===== config.mk =====
export PLATFORM = sky130hd
export DESIGN_NAME = csr_test_host
export DESIGN_NICKNAME = d
export VERILOG_FILES = /design/src/rtl/csr_test_host.sv
export SDC_FILE = /design/constraint.sdc
export NUM_CORES = 1
export LEC_CHECK = 0
export CAP_MARGIN = 20
export CORE_AREA = 4 4 190 192
export CTS_CLUSTER_DIAMETER = 120
export CTS_CLUSTER_SIZE = 40
export DETAILED_ROUTE_END_ITERATION = 7
export DIE_AREA = 0 0 194 196
export DONT_BUFFER_PORTS = 1
export HOLD_SLACK_MARGIN = 0.05
export PLACE_DENSITY = 0.73
export REMOVE_ABC_BUFFERS = 1
export SYNTH_ARGS = -nofsm -noshare
export SYNTH_HDL_FRONTEND = slang
export SYNTH_SLANG_ARGS = --single-unit
export TNS_END_PERCENT = 10

===== constraint.sdc =====
create_clock -name clk_sys_i -period 2.1 [get_ports clk_sys_i]
set_input_delay 0.105 -clock clk_sys_i [delete_from_list [all_inputs] [get_ports clk_sys_i]]
set_output_delay 0.105 -clock clk_sys_i [all_outputs]
set_load 0.005 [all_outputs]

===== src/rtl/csr_test_host.sv =====
// csr_test_host: Avalon-MM initiator that writes test params, sets start, polls status, reads results.
// Latency: first write 1 cycle after accepted start; first status read POLL_INTERVAL+1 cycles after start-bit write.
// Backpressure: none on the bus (fixed 1-cycle read latency); start_i ignored while busy; abort_i always wins.
// Optional feature macro: POLL_TIMEOUT_EN (give up after TIMEOUT_POLLS unsuccessful status reads).
module csr_test_host #(
  parameter int unsigned POLL_INTERVAL = 16,
  parameter int unsigned TIMEOUT_POLLS = 1024
) (
  input  logic              clk_sys_i,
  input  logic              rst_n_i,
  input  logic              start_i,
  input  logic              abort_i,
  input  logic [3:1][31:0]  test_param_i,
  output logic              read_o,
  output logic              write_o,
  output logic [3:0]        address_o,
  output logic [31:0]       writedata_o,
  input  logic [31:0]       readdata_i,
  output logic              busy_o,
  output logic              done_o,
  output logic              timeout_o,
  output logic [9:0][31:0]  result_o
);

  // Wait counter carries one spare bit above what POLL_INTERVAL needs.
  localparam int unsigned CW = $clog2(POLL_INTERVAL + 1) + 1;

  if (POLL_INTERVAL < 1 || TIMEOUT_POLLS < 1) begin : g_param_chk
    $error("csr_test_host: POLL_INTERVAL and TIMEOUT_POLLS must be >= 1");
  end

  typedef enum logic [3:0] {
    IDLE, WR_PARAM, WR_START, POLL_WAIT, POLL_RD, POLL_CHK, RD_RES, RD_LAST, FINISH
  } state_t;

  state_t           state;
  state_t           state_nxt;
  logic [3:0]       idx;        // beat index inside WR_PARAM (0..2) and RD_RES (0..9)
  logic [CW-1:0]    wait_cnt;
  logic [3:1][31:0] params;
  logic             start_acc;

  assign start_acc = (state == IDLE) && start_i && !abort_i;

`ifdef POLL_TIMEOUT_EN
  localparam int unsigned PW = $clog2(TIMEOUT_POLLS + 1);
  logic [PW-1:0] poll_cnt;
  logic [PW:0]   poll_inc;
  logic          timeout_set;
  logic          timeout_q;

  assign poll_inc  = {1'b0, poll_cnt} + {{PW{1'b0}}, 1'b1};
  assign timeout_o = timeout_q;

  // Count unsuccessful status reads since the last accepted start; latch timeout.
  always_ff @(posedge clk_sys_i or negedge rst_n_i) begin
    if (!rst_n_i) begin
      poll_cnt  <= '0;
      timeout_q <= 1'b0;
    end else if (start_acc) begin
      poll_cnt  <= '0;
      timeout_q <= 1'b0;
    end else begin
      if (state == POLL_CHK && !readdata_i[0] && !abort_i) poll_cnt <= poll_inc[PW-1:0];
      if (timeout_set) timeout_q <= 1'b1;
    end
  end
`else
  assign timeout_o = 1'b0;
`endif

  // Next-state logic; abort overrides every transition.
  always_comb begin
    state_nxt = state;
`ifdef POLL_TIMEOUT_EN
    timeout_set = 1'b0;
`endif
    case (state)
      IDLE:      if (start_i) state_nxt = WR_PARAM;
      WR_PARAM:  if (idx == 4'd2) state_nxt = WR_START;
      WR_START:  state_nxt = POLL_WAIT;
      POLL_WAIT: if (wait_cnt == CW'(POLL_INTERVAL - 1)) state_nxt = POLL_RD;
      POLL_RD:   state_nxt = POLL_CHK;
      POLL_CHK: begin
        if (readdata_i[0]) begin
          state_nxt = RD_RES;
        end else begin
          state_nxt = POLL_WAIT;
`ifdef POLL_TIMEOUT_EN
          if (poll_inc == (PW+1)'(TIMEOUT_POLLS)) begin
            state_nxt   = FINISH;
            timeout_set = !abort_i;
          end
`endif
        end
      end
      RD_RES:    if (idx == 4'd9) state_nxt = RD_LAST;
      RD_LAST:   state_nxt = FINISH;
      FINISH:    state_nxt = IDLE;
      default:   state_nxt = IDLE;
    endcase
    if (abort_i) state_nxt = IDLE;
  end

  // Bus and status outputs decoded from the current state and beat index.
  always_comb begin
    read_o      = 1'b0;
    write_o     = 1'b0;
    address_o   = 4'd0;
    writedata_o = 32'd0;
    busy_o      = (state != IDLE) && (state != FINISH);
    done_o      = (state == FINISH);
    case (state)
      WR_PARAM: begin
        write_o   = 1'b1;
        address_o = idx + 4'd1;
        case (idx)
          4'd0:    writedata_o = params[1];
          4'd1:    writedata_o = params[2];
          default: writedata_o = params[3];
        endcase
      end
      WR_START: begin
        write_o     = 1'b1;
        writedata_o = 32'h1;
      end
      POLL_RD: begin
        read_o    = 1'b1;
        address_o = 4'd4;
      end
      RD_RES: begin
        read_o    = 1'b1;
        address_o = idx + 4'd5;
      end
      default: ;
    endcase
  end

  // State register, beat/wait counters and parameter capture.
  always_ff @(posedge clk_sys_i or negedge rst_n_i) begin
    if (!rst_n_i) begin
      state    <= IDLE;
      idx      <= 4'd0;
      wait_cnt <= '0;
      params   <= '0;
    end else begin
      state <= state_nxt;
      if ((state_nxt == state) && (state == WR_PARAM || state == RD_RES)) idx <= idx + 4'd1;
      else idx <= 4'd0;
      if ((state == POLL_WAIT) && (state_nxt == POLL_WAIT)) wait_cnt <= wait_cnt + 1'b1;
      else wait_cnt <= '0;
      if (start_acc) params <= test_param_i;
    end
  end

  // Result capture: each read beat lands one cycle after its address; a beat
  // returning in the abort cycle is still stored, later ones are dropped.
  always_ff @(posedge clk_sys_i or negedge rst_n_i) begin
    if (!rst_n_i) begin
      result_o <= '0;
    end else if (state == RD_RES && idx != 4'd0) begin
      result_o[idx - 4'd1] <= readdata_i;
    end else if (state == RD_LAST) begin
      result_o[9] <= readdata_i;
    end
  end

endmodule


# Word-level counts from Yosys, hierarchy flattened
# Index checks and enable logic that the tools add are counted.
dict set report word_totals {
  ff_bits 430
  inputBits 132
}
dict set report op_classes {
  add_sub_neg 4
  n_lt_le_gt_ge 2
  n_eq_ne 15
  n_mux 19
  reduce_logical 16
}
# operator n
set op_table {}
lappend op_table {{320-bit bitwise mux} 1}
lappend op_table {{32-bit demux with 4-bit select} 1}
lappend op_table {{32-bit one-hot mux with 2 select lines} 2}
lappend op_table {{32-bit 2-to-1 mux} 3}
lappend op_table {{4-bit one-hot mux with 8 select lines} 1}
lappend op_table {{4-bit 2-to-1 mux} 6}
lappend op_table {{4-bit by 2-bit == test with 1-bit output (second input constant)} 4}
lappend op_table {{4-bit by 3-bit == test with 1-bit output (second input constant)} 4}
lappend op_table {{4-bit one-hot mux with 3 select lines} 1}
lappend op_table {{4-bit by 1-bit == test with 1-bit output (second input constant)} 2}
lappend op_table {{4-bit == test (second input constant)} 2}
lappend op_table {{4-bit zero test} 2}
lappend op_table {{4-bit nonzero test} 2}
lappend op_table {{1-bit logical AND} 7}
lappend op_table {{6-bit by 1-bit adder with 6-bit output (second input constant)} 1}
lappend op_table {{6-bit by 4-bit == test with 1-bit output (second input constant)} 1}
lappend op_table {{6-bit 2-to-1 mux} 1}
lappend op_table {{4-bit by 5-bit < comparator with 1-bit output (second input constant)} 1}
lappend op_table {{4-bit by 1-bit adder with 4-bit output (second input constant)} 1}
lappend op_table {{4-bit by 3-bit adder with 4-bit output (second input constant)} 1}
lappend op_table {{4-bit == test} 1}
lappend op_table {{4-bit by 1-bit >= comparator with 1-bit output (second input constant)} 1}
lappend op_table {{4-bit != test (second input constant)} 1}
lappend op_table {{2-bit OR reduction} 2}
lappend op_table {{other kinds (6)} 7}

# Depth between registers and ports, before layout
# Gate-level depths: netlist (run 1).
dict set report depth {
  ltp_word 7
  depth_mapped 9
  ltp_nobuf 7
}

# Least setup slack after synthesis (run 1)
# No wires, ideal clock.
dict set report synth_path {
  path_kind {flip-flop to flip-flop}
  startpoint {register idx[0]}
  endpoint {register result_o[100] (netlist name)}
  setup_time_ns 0.125
  arrival_ns 1.983
  required_time_ns 1.975
  slack_ns -0.007
  path_stages_with_launch 8
  n_path_buf 1
  synth_period_minus_slack_ns 2.107
  path_cell_list {dfrtp_1 inv_1 ha_1 nor2_1 a22oi_2 nor2_2 buf_4 mux2_2}
}
dict set report synth_between {
  elab_chain_cells 6
  word_cells_on_any_way 9
  cone_classes {add/sub: 1; order compare: 2; mux: 3; reduce/logical: 3}
}
# item line
set synth_lines {}
lappend synth_lines {{start: declaration} 38} ;# logic [3:0] idx;
lappend synth_lines {{start signal: assignment} 148} ;# if ((state_nxt == state) && (state == WR_PARAM || state == RD_RES)) idx <= idx + 4'd1;
lappend synth_lines {{4-bit by 1-bit subtractor with 4-bit output} 162} ;# result_o[idx - 4'd1] <= readdata_i;
lappend synth_lines {{4-bit by 5-bit < comparator with 1-bit output (not written as such) / 4-bit by 1-bit >= comparator with 1-bit output (equally long branches)} 162}
lappend synth_lines {{1-bit logical AND (not written as such)} 162}
lappend synth_lines {{32-bit 2-to-1 mux (not written as such)} 162}
lappend synth_lines {{32-bit demux with 4-bit select} 162}
lappend synth_lines {{320-bit bitwise mux} 162}
lappend synth_lines {{end signal: indexed assignment} 162}
lappend synth_lines {{end: declaration} 22} ;# output logic [9:0][31:0] result_o
# Several ways; a longest one is shown, not always the timed one.
# A chain may end at the register's enable or synchronous reset.

# Worst setup path in the final report (run 1)
dict set report layout_path {
  startpoint {register idx[1]}
  endpoint {output writedata_o[23]}
}
dict set report layout_between {
  elab_chain_cells 3
  word_cells_on_any_way 4
  cone_classes {eq/ne: 1; mux: 2; reduce/logical: 1}
}
# item line
set layout_lines {}
lappend layout_lines {{4-bit by 1-bit == test with 1-bit output / 4-bit zero test (equally long branches)} 117} ;# case (idx)
lappend layout_lines {{32-bit one-hot mux with 2 select lines (*)} 117}
lappend layout_lines {{32-bit one-hot mux with 2 select lines (*)} 113} ;# case (state)
lappend layout_lines {{end: declaration} 17} ;# output logic [31:0] writedata_o,
# Mark *: on every way between the ends. The rest lies on a longest branch, timed or not.

==> reports/metrics.csv, run 1 <==
metric,value,unit
CP max FO,8,
result of the run,"finished, violations left",
met1 WL,18.9,mm
Peak VDD IR,700,uV
number of hold violations in the final report,430,
count of flip-flops with a built-in enable after synthesis,0,
# H-tree levels,1,
yosys warns,0,
min setup slack post-route,-0.239,ns
number of flip-flops and latches in the synthesized netlist,430,
"Req. time, crit path",2.00,ns
overall track demand over capacity in global routing,0.242,
final routed DRC violation total,0,
number of pins exceeding their max-slew limit in the final report,0,
startpoint kind of the worst setup timing path,flip-flop,
violations in the final reports,"hold timing, setup timing",
insertion delay to the later sink of the worst-skew pair,0.53,ns
starting density of the core,0.504,
Via-to-Cell Ratio,5.99,
clock-pin slew of the registers on the worst-case setup and hold paths,0.14,ns
GPL Wtd Cong,0.834,
"Period Utilization, post-route",1.11,
maximum achievable frequency,428,MHz
static leakage,9.86,nW
part of the Yosys area used for sequential elements,0.621,
routed via count,10500,
path type of the worst setup path,reg2out,
Finish-stage setup viols,170,
actual slew at the worst max-slew pin,1.26,ns
number of antenna violations at the first check in global routing,1,
largest net degree at the start of global routing,431,
amount of wire on met3 after detailed routing,4.23,mm
Post-Synthesis Cells,1138,
DIE WIDTH,194,um
predominant post-synthesis flop cell,sky130_fd_sc_hd__dfrtp_1,
buffer levels on the longest clock path,3,
Sink Count,430,
number of core rows,68,
CTS tree,built,
final critical path time including I/O delays and setup,2.34,ns
area of the core,34400,um^2
async set or reset register ratio after synthesis,1.00,
clk_skew,0.0144,ns
Die Area,38000,um^2
total power draw,15.5,mW
number of nets in the layout,1433,
Post-Route WL,49.6,mm
Avg WL per Cell,28.4,um
max_cap viols,0,
layout cell share with drive strength beyond 1,0.460,
residual overflow from global routing,0,
Buffers on Ports,0,
Post-CTS Hold Buffers,129,
Met2 Wirelength,24.7,mm
Detailed Routing Iterations Pass 1,5,
HP Class,in2async,
Mapped Avg Cell Area,15.2,um^2
global-route wire length before repair,71.3,mm
critical path data arrival time,2.23,ns
die outline height,196,um
cts bufs inserted,14,
growth of design area from synthesis to finish,22.2,%
setup repair after global routing missed its margin,yes,
synthesized area,17300,um^2
endpoint kind of the worst setup timing path,primary output,
slew margin rel.,0.157,
post-route antenna net violation count,0,
"Distinct cells, synth",59,
initial drt markers,663,
worst hold slack,-0.748,ns
Power Density,732,nW/um^2
Root Buffer Master,sky130_fd_sc_hd__clkbuf_16,
top routing layer in use,met4,
via count of the first global-routing pass,10800,
number of top-level design ports,493,
total half-perimeter wirelength after legalization and detailed placement,30.6,mm
[timing repair]
action	in CTS	in global routing
pin swaps	27	39
hold endpoints to repair	854	430
endpoints found under the setup margin	148	357
gates resized for setup	102	123
cloned	6	2
buffers inserted	11	10
[cells in the mapped netlist (all sizes together), types with 2 or more instances]
| cell | number | area share |
|---|---|---|
| a22o | 2 | 0.0010 |
| nor2b | 2 | 0.00072 |
| mux2 | 416 | 0.27 |
| dfrtp | 430 | 0.62 |
| nor2 | 32 | 0.0084 |
| and3 | 3 | 0.0011 |
| a22oi | 33 | 0.015 |
| nand3 | 6 | 0.0017 |
| ha | 8 | 0.0058 |
| nand2b | 2 | 0.0012 |
| xnor2 | 2 | 0.0010 |
| nand2 | 46 | 0.010 |
| o22ai | 2 | 0.00072 |
| nor3b | 2 | 0.0012 |
| and4b | 2 | 0.0012 |
| or3 | 3 | 0.0012 |
| inv | 6 | 0.0013 |
| clkbuf | 13 | 0.0028 |
| nor3 | 3 | 0.0012 |
| xor2 | 5 | 0.0025 |
| a21oi | 39 | 0.013 |
| buf | 53 | 0.025 |
| o21ai | 6 | 0.0017 |
| and2 | 2 | 0.00072 |
[worst paths after layout]
| path | from | end | slack (ns) | cells after the start |
|---|---|---|---|---|
| max | idx[1]$_DFF_PN0_ | writedata_o[23] | -0.24 | 9 |
| min | rst_n_i | params[52]$_DFFE_PN0P_ | -0.75 | 0 |
| max reg2reg | state[0]$_DFF_PN0_ | result_o[221]$_DFFE_PN0P_ | -0.07 | 7 |
| min reg2reg | params[73]$_DFFE_PN0P_ | params[73]$_DFFE_PN0P_ | 0.50 | 1 |
| max in group asynchronous | rst_n_i | result_o[127]$_DFFE_PN0P_ | 1.83 | 0 |
| min in group clk_sys_i | start_i | state[0]$_DFF_PN0_ | 0.20 | 4 |
[flip-flops by register name (all words and copies together) (netlist names)]
| name | cells |
|---|---|
| wait_cnt | 6 |
| idx | 4 |
| params | 96 |
| result_o | 320 |
| state | 4 |
[layer usage]
metal / vias to the layer above / track usage
met5: - / 0
met4: 0 / 0.0695
met3: 106 / 0.0795
met2: 490 / 0.411
met1: 5575 / 0.298
li1: 4314 / -
[through the flow]
| stage | instances | utilization | cell area, um^2 | setup slack [ns] | setup TNS (ns) |
|---|---|---|---|---|---|
| after CTS | 1737 | 0.596 | 20500 | -0.153 | -12.06 |
| final | 1750 | 0.616 | 21200 | -0.239 | -8.98 |
| after global routing | 1750 | 0.616 | 21200 | -0.315 | -26.20 |
| after floorplan | 1072 | - | 16800 | -1.97 | -485.86 |
| after detailed placement | 1574 | 0.527 | 18100 | -0.0328 | -1.06 |
| after global placement | 1574 | 0.527 | 18100 | 0.0150 | 0 |
[layout make-up]
| cell class | instances | area (um^2) |
|---|---|---|
| diodes | 1 | 2.50 |
| clock buffers | 15 | 375 |
| clock inverters | 2 | 38.8 |
| fillers | 2443 | 13200 |
| inverters | 6 | 25.0 |
| multi-input cells | 636 | 6980 |
| flip-flops and latches | 430 | 10800 |
| well taps | 455 | 569 |
| repair buffers | 205 | 2420 |
[cells in the final DEF (no fill, tap or decap), drive strengths merged, types with 2 or more instances in the layout]
cell type,count
o21ai,6
nand3,6
buf,74
or3,3
clkbuf,17
and3,3
nand2,46
xnor2,2
ha,8
and2,2
nor3b,2
and4b,2
mux2,416
a21oi,39
xor2,5
nor3,3
a22oi,33
nor2,32
dfrtp,430
a22o,2
o22ai,2
nand2b,2
nor2b,2
inv,6
dlygate4sd3,129
[logic make-up after synthesis]
group	count (synthesis)	share of synthesized area
DFF	430	0.621
muxes	416	0.270
and+or+nand+nor	111	0.0326
AOI/OAI and AO/OA	93	0.0373
buffers and inverters	72	0.0289
adders and majority gates	8	0.00578
xor gates and xnor gates	7	0.00354
other	1	0.000217
[power breakdown]
group          internal, mW  switching (mW)
Clock                  1.44            2.41
Combinational          1.21            1.12
Sequential             8.83           0.490
Total                  11.5            4.02
[critical path: stages (launching register included)]
cell and delay (ns):
sky130_fd_sc_hd__dfrtp_1 0.42, sky130_fd_sc_hd__inv_2 0.07, sky130_fd_sc_hd__buf_6 0.12, sky130_fd_sc_hd__ha_4 0.14
sky130_fd_sc_hd__and2_4 0.16, sky130_fd_sc_hd__nor2_4 0.17, sky130_fd_sc_hd__buf_12 0.15, sky130_fd_sc_hd__buf_16 0.16
sky130_fd_sc_hd__nand2_2 0.10, sky130_fd_sc_hd__a21oi_4 0.18
(Power assumes the default switching activity.)
==> run 2: changes to the inputs <==
Settings changed: PLACE_DENSITY 0.73 to 0.68.
==> reports/metrics.csv, run 2 (synthesis results as in run 1) <==
metric,value,unit,change
max_cap viols,0,,unchanged
"Period Utilization, post-route",1.07,,-0.0450
Final Cell Area,20900,um^2,-1.1%
CTS tree,built,,
violations in the final reports,"hold timing, setup timing",,
Post-CTS Hold Buffers,129,,unchanged
endpoint kind of the worst setup timing path,primary output,,
combined area of the multi-input logic cells,6810,um^2,-2.5%
insertion delay to the later sink of the worst-skew pair,0.53,ns,about the same
DIE WIDTH,194,um,unchanged
Detailed Routing Iterations Pass 1,5,,unchanged
largest net degree at the start of global routing,431,,unchanged
number of core rows,68,,unchanged
Finish-stage setup viols,113,,-34%
global-route wire length before repair,72.9,mm,+2.3%
buffer levels on the longest clock path,3,,unchanged
layout filler cell count,2510,,+2.7%
total half-perimeter wirelength after legalization and detailed placement,31.3,mm,+2.4%
number of antenna violations at the first check in global routing,2,,+1
TNS Setup,-4.16,ns,+4.82 ns
Buffers on Ports,0,,unchanged
via count of the first global-routing pass,11100,,+2.4%
number of hold violations in the final report,430,,unchanged
slew margin rel.,0.121,,-0.0363
Sink Count,430,,unchanged
Peak VDD IR,573,uV,-18%
clock-pin slew of the registers on the worst-case setup and hold paths,0.14,ns,about the same
residual overflow from global routing,0,,unchanged
critical path data arrival time,2.14,ns,-0.09 ns
"top library cells by usage in the layout, fill and taps aside","sky130_fd_sc_hd__dfrtp_1 (427), sky130_fd_sc_hd__mux2_2 (348), sky130_fd_sc_hd__dlygate4sd3_1 (129)",,
startpoint kind of the worst setup timing path,flip-flop,,
worst hold slack,-0.741,ns,+0.00765 ns
initial drt markers,624,,-5.9%
"Req. time, crit path",2.00,ns,about the same
static leakage,9.78,nW,-0.82%
Power Density,720,nW/um^2,-1.6%
GPL Wtd Cong,0.878,,+5.3%
number of pins exceeding their max-slew limit in the final report,0,,unchanged
result of the run,"finished, violations left",,
actual slew at the worst max-slew pin,1.32,ns,+0.0545 ns
die outline height,196,um,unchanged
Die Area,38000,um^2,unchanged
number of nets in the layout,1432,,-0.070%
post-route antenna net violation count,0,,unchanged
register containing the most flip-flops in the final layout,result_o,,
min setup slack post-route,-0.144,ns,+0.0945 ns
setup repair after global routing missed its margin,yes,,
routed via count,10400,,-0.59%
path type of the worst setup path,reg2out,,
CP max FO,8,,unchanged
most common library cell in the layout ignoring fill and taps,sky130_fd_sc_hd__dfrtp_1,,
pre-CTS setup slack,-0.0472,ns,-0.0143 ns
final routed DRC violation total,0,,unchanged
Root Buffer Master,sky130_fd_sc_hd__clkbuf_16,,
Avg WL per Cell,28.2,um,-0.61%
final critical path time including I/O delays and setup,2.24,ns,-0.0945 ns
Largest register FFs,320,,unchanged
# H-tree levels,1,,unchanged
Cells after DPL,1576,,+0.13%
post-detailed-placement cell area,18100,um^2,about the same
starting density of the core,0.504,,unchanged
"count of placed standard cells in the final layout, fillers left out",1750,,unchanged
layout cell share with drive strength beyond 1,0.453,,-0.00660
Post-Route WL,49.3,mm,-0.61%
cts bufs inserted,14,,unchanged
total power draw,15.1,mW,-2.7%
maximum achievable frequency,446,MHz,+4.2%
clk_skew,0.0168,ns,+0.00240 ns
Via-to-Cell Ratio,5.96,,-0.59%
number of top-level design ports,493,,unchanged
HP Class,in2async,,
overall track demand over capacity in global routing,0.245,,+0.00353
largest registers,"result_o x320, params x96, wait_cnt x6",,
area of the core,34400,um^2,unchanged
sequential standard cell area,10800,um^2,about the same
growth of design area from synthesis to finish,20.8,%,
run 2: cell types whose count changed in the layout (fill, tap and decap cells not counted), moves of 5 or more:
cell                      before  now
sky130_fd_sc_hd__mux2_1       48   43
sky130_fd_sc_hd__a22oi_2      28   14
sky130_fd_sc_hd__a21oi_2       7   16
sky130_fd_sc_hd__a21oi_4      27   18
sky130_fd_sc_hd__a22oi_1       5   19
sky130_fd_sc_hd__nand2_1      13   20
sky130_fd_sc_hd__mux2_2      339  348
sky130_fd_sc_hd__buf_6        11   17
run 2: worst paths after layout:
| check | slack, ns | start | cells past startpoint | end |
|---|---|---|---|---|
| hold / removal | -0.74 | rst_n_i | 0 | params[39]$_DFFE_PN0P_ |
| setup / recovery | -0.14 | idx[0]$_DFF_PN0_ | 9 | writedata_o[0] |
| min in group clk_sys_i | 0.16 | readdata_i[0] | 4 | state[0]$_DFF_PN0_ |
| hold reg to reg | 0.50 | wait_cnt[0]$_DFF_PN0_ | 1 | wait_cnt[0]$_DFF_PN0_ |
| max in group asynchronous | 1.69 | rst_n_i | 0 | idx[3]$_DFF_PN0_ |
| setup reg to reg | -0.03 | state[3]$_DFF_PN0_ | 9 | result_o[106]$_DFFE_PN0P_ |
run 2: routing by layer:
layer	share of wire	vias up	global-route usage
met5	0	-	0
met4	0.030	0	0.0643
met3	0.091	84	0.0788
met2	0.49	430	0.411
met1	0.38	5585	0.312
li1	-	4324	-
run 2: area by class of cell:
class,count,area share
clock buffers,15,0.0179
flip-flops and latches,430,0.514
inverters,6,0.00120
well taps,455,0.0272
clock inverters,2,0.000717
multi-input cells,636,0.325
diodes,2,0.000239
repair buffers,204,0.113
run 2: per-stage QoR:
stage	util	hold slack (ns)
after global routing	0.609	-0.779
final	0.609	-0.741
after global placement	0.527	-0.181
after CTS	0.600	-0.768
after detailed placement	0.527	-0.179
after floorplan	-	-0.191
run 2: report_power, final:
part | internal (mW) | switching [mW] | leakage (nW)
Sequential | 8.83 | 0.437 | 5.72
Combinational | 1.08 | 0.998 | 3.87
Clock | 1.31 | 2.41 | 0.185
Total | 11.2 | 3.85 | 9.78
run 2: timing repair:
item,CTS,global route
endpoints found under the setup margin,137,442
setup buffers,17,5
gates cloned,6,3
resized for setup,132,72
endpoints found under the hold margin,855,430
pin swaps,42,30
run 2: worst max-delay path, stage by stage, from the launching register on:
cell and delay [ns]:
sky130_fd_sc_hd__dfrtp_1 0.44, sky130_fd_sc_hd__inv_2 0.09, sky130_fd_sc_hd__ha_4 0.15, sky130_fd_sc_hd__inv_4 0.04, sky130_fd_sc_hd__nor3_4 0.23, sky130_fd_sc_hd__buf_6 0.17
sky130_fd_sc_hd__buf_12 0.14, sky130_fd_sc_hd__a22o_1 0.17, sky130_fd_sc_hd__a21oi_4 0.04, sky130_fd_sc_hd__o22ai_2 0.13
==> run 3: changes to the inputs <==
Settings changed: SETUP_SLACK_MARGIN from default to 0.5.
==> reports/metrics.csv, run 3 (synthesis results as in run 1) <==
metric,value,unit,change
violations in the final reports,"hold timing, setup timing",,
result of the run,"finished, violations left",,
global-route wire length before repair,74.3,mm,+1.9%
static leakage,10.1,nW,+3.7%
startpoint kind of the worst setup timing path,flip-flop,,
actual slew at the worst max-slew pin,0.785,ns,-0.534 ns
GPL Wtd Cong,0.878,,unchanged
Peak VDD IR,604,uV,+5.4%
endpoint kind of the worst setup timing path,primary output,,
Finish-stage setup viols,133,,+18%
largest registers,"result_o x320, params x96, wait_cnt x6",,
Cells after DPL,1576,,unchanged
register containing the most flip-flops in the final layout,result_o,,
total half-perimeter wirelength after legalization and detailed placement,31.3,mm,unchanged
max_cap viols,0,,unchanged
routed via count,10600,,+2.1%
number of hold violations in the final report,430,,unchanged
initial drt markers,745,,+19%
path type of the worst setup path,reg2out,,
buffer levels on the longest clock path,3,,unchanged
"Req. time, crit path",2.00,ns,about the same
DIE WIDTH,194,um,unchanged
number of core rows,68,,unchanged
clock-pin slew of the registers on the worst-case setup and hold paths,0.14,ns,about the same
worst hold slack,-0.749,ns,-0.00858 ns
Buffers on Ports,0,,unchanged
clk_skew,0.0281,ns,+0.0113 ns
area of the core,34400,um^2,unchanged
Avg WL per Cell,29.4,um,+4.4%
CP max FO,8,,unchanged
min setup slack post-route,-0.208,ns,-0.0640 ns
Util after Layout,0.633,,+0.0238
largest net degree at the start of global routing,431,,unchanged
Post-CTS Hold Buffers,129,,unchanged
"count of placed standard cells in the final layout, fillers left out",1766,,+0.91%
total power draw,15.5,mW,+2.6%
Die Area,38000,um^2,unchanged
growth of design area from synthesis to finish,25.6,%,
slew margin rel.,0.477,,+0.356
Power Density,711,nW/um^2,-1.3%
critical path data arrival time,2.20,ns,+0.06 ns
number of antenna violations at the first check in global routing,0,,-2
Largest register FFs,320,,unchanged
layout filler cell count,2371,,-5.5%
HP Class,in2async,,
cts bufs inserted,14,,unchanged
layout cell share with drive strength beyond 1,0.468,,+0.0151
Sink Count,430,,unchanged
CTS tree,built,,
setup repair after global routing missed its margin,yes,,
post-route antenna net violation count,0,,unchanged
insertion delay to the later sink of the worst-skew pair,0.54,ns,about the same
Root Buffer Master,sky130_fd_sc_hd__clkbuf_16,,
maximum achievable frequency,433,MHz,-2.8%
overall track demand over capacity in global routing,0.251,,+0.00568
# H-tree levels,1,,unchanged
"top library cells by usage in the layout, fill and taps aside","sky130_fd_sc_hd__dfrtp_1 (427), sky130_fd_sc_hd__mux2_2 (259), sky130_fd_sc_hd__dlygate4sd3_1 (129)",,
Via-to-Cell Ratio,6.03,,+1.2%
number of top-level design ports,493,,unchanged
Detailed Routing Iterations Pass 1,5,,unchanged
die outline height,196,um,unchanged
antenna fix cells,0,,-2
final routed DRC violation total,0,,unchanged
via count of the first global-routing pass,11200,,+1.4%
Post-Route WL,52.0,mm,+5.3%
number of nets in the layout,1450,,+1.3%
starting density of the core,0.504,,unchanged
most common library cell in the layout ignoring fill and taps,sky130_fd_sc_hd__dfrtp_1,,
number of pins exceeding their max-slew limit in the final report,0,,unchanged
final critical path time including I/O delays and setup,2.31,ns,+0.0640 ns
"Period Utilization, post-route",1.10,,+0.0305
pre-CTS setup slack,-0.0472,ns,unchanged
residual overflow from global routing,0,,unchanged
run 3: worst paths after layout:
kind,end,from,cells after the start,slack [ns]
worst max-delay path,writedata_o[25],idx[1]$_DFF_PN0_,11,-0.21
worst min-delay path,params[39]$_DFFE_PN0P_,rst_n_i,0,-0.75
worst max register to register,result_o[236]$_DFFE_PN0P_,idx[0]$_DFF_PN0_,9,-0.06
worst min register to register,wait_cnt[0]$_DFF_PN0_,wait_cnt[0]$_DFF_PN0_,1,0.51
max in group asynchronous,result_o[1]$_DFFE_PN0P_,rst_n_i,0,2.19
min in group clk_sys_i,idx[0]$_DFF_PN0_,readdata_i[0],4,0.18
run 3: area by class of cell:
type / count / area (um^2) / area share
clock buffer: 15 / 375 / 0.0173
timing repair buffer: 222 / 2760 / 0.127
inverter: 6 / 27.5 / 0.00127
sequential: 430 / 10800 / 0.495
tap: 455 / 569 / 0.0262
multi-input combinational: 636 / 7240 / 0.333
clock inverter: 2 / 15.0 / 0.000690
run 3: metal layers:
layer	up-vias	track usage	share of wire
met5	-	0	0
met4	0	0.0674	0.031
li1	4344	-	-
met1	5721	0.320	0.39
met2	488	0.419	0.49
met3	94	0.0787	0.089
run 3: power breakdown:
part	switching, mW	internal, mW	total [mW]
Sequential	0.462	8.83	9.29
Combinational	1.10	1.31	2.41
Clock	2.44	1.31	3.76
run 3: timing repair:
item | CTS | global route
hold endpoints to repair | 854 | 430
resized for setup | 150 | 180
pin swaps | 49 | 36
endpoints found under the setup margin | 461 | 467
setup buffers | 25 | 6
cloned | 9 | 4
run 3: critical path, cell delays in order (launching register included):
cell and delay, ns:
sky130_fd_sc_hd__dfrtp_1 0.42, sky130_fd_sc_hd__inv_2 0.09, sky130_fd_sc_hd__ha_4 0.16, sky130_fd_sc_hd__inv_4 0.04, sky130_fd_sc_hd__nor3_4 0.21, sky130_fd_sc_hd__buf_6 0.15, sky130_fd_sc_hd__nor2_4 0.05, sky130_fd_sc_hd__buf_6 0.12
sky130_fd_sc_hd__buf_12 0.12, sky130_fd_sc_hd__buf_16 0.15, sky130_fd_sc_hd__nand2_4 0.08, sky130_fd_sc_hd__a21oi_4 0.06
run 3: per-stage QoR:
stage,hold slack (ns),TNS (ns),area (um^2)
detailed placement,-0.179,-0.864,18100
global placement,-0.181,-0.703,18100
finish,-0.749,-7.68,21700
global route,-0.781,-18.74,21700
floorplan,-0.191,-485.86,16800
CTS,-0.768,-5.31,20900
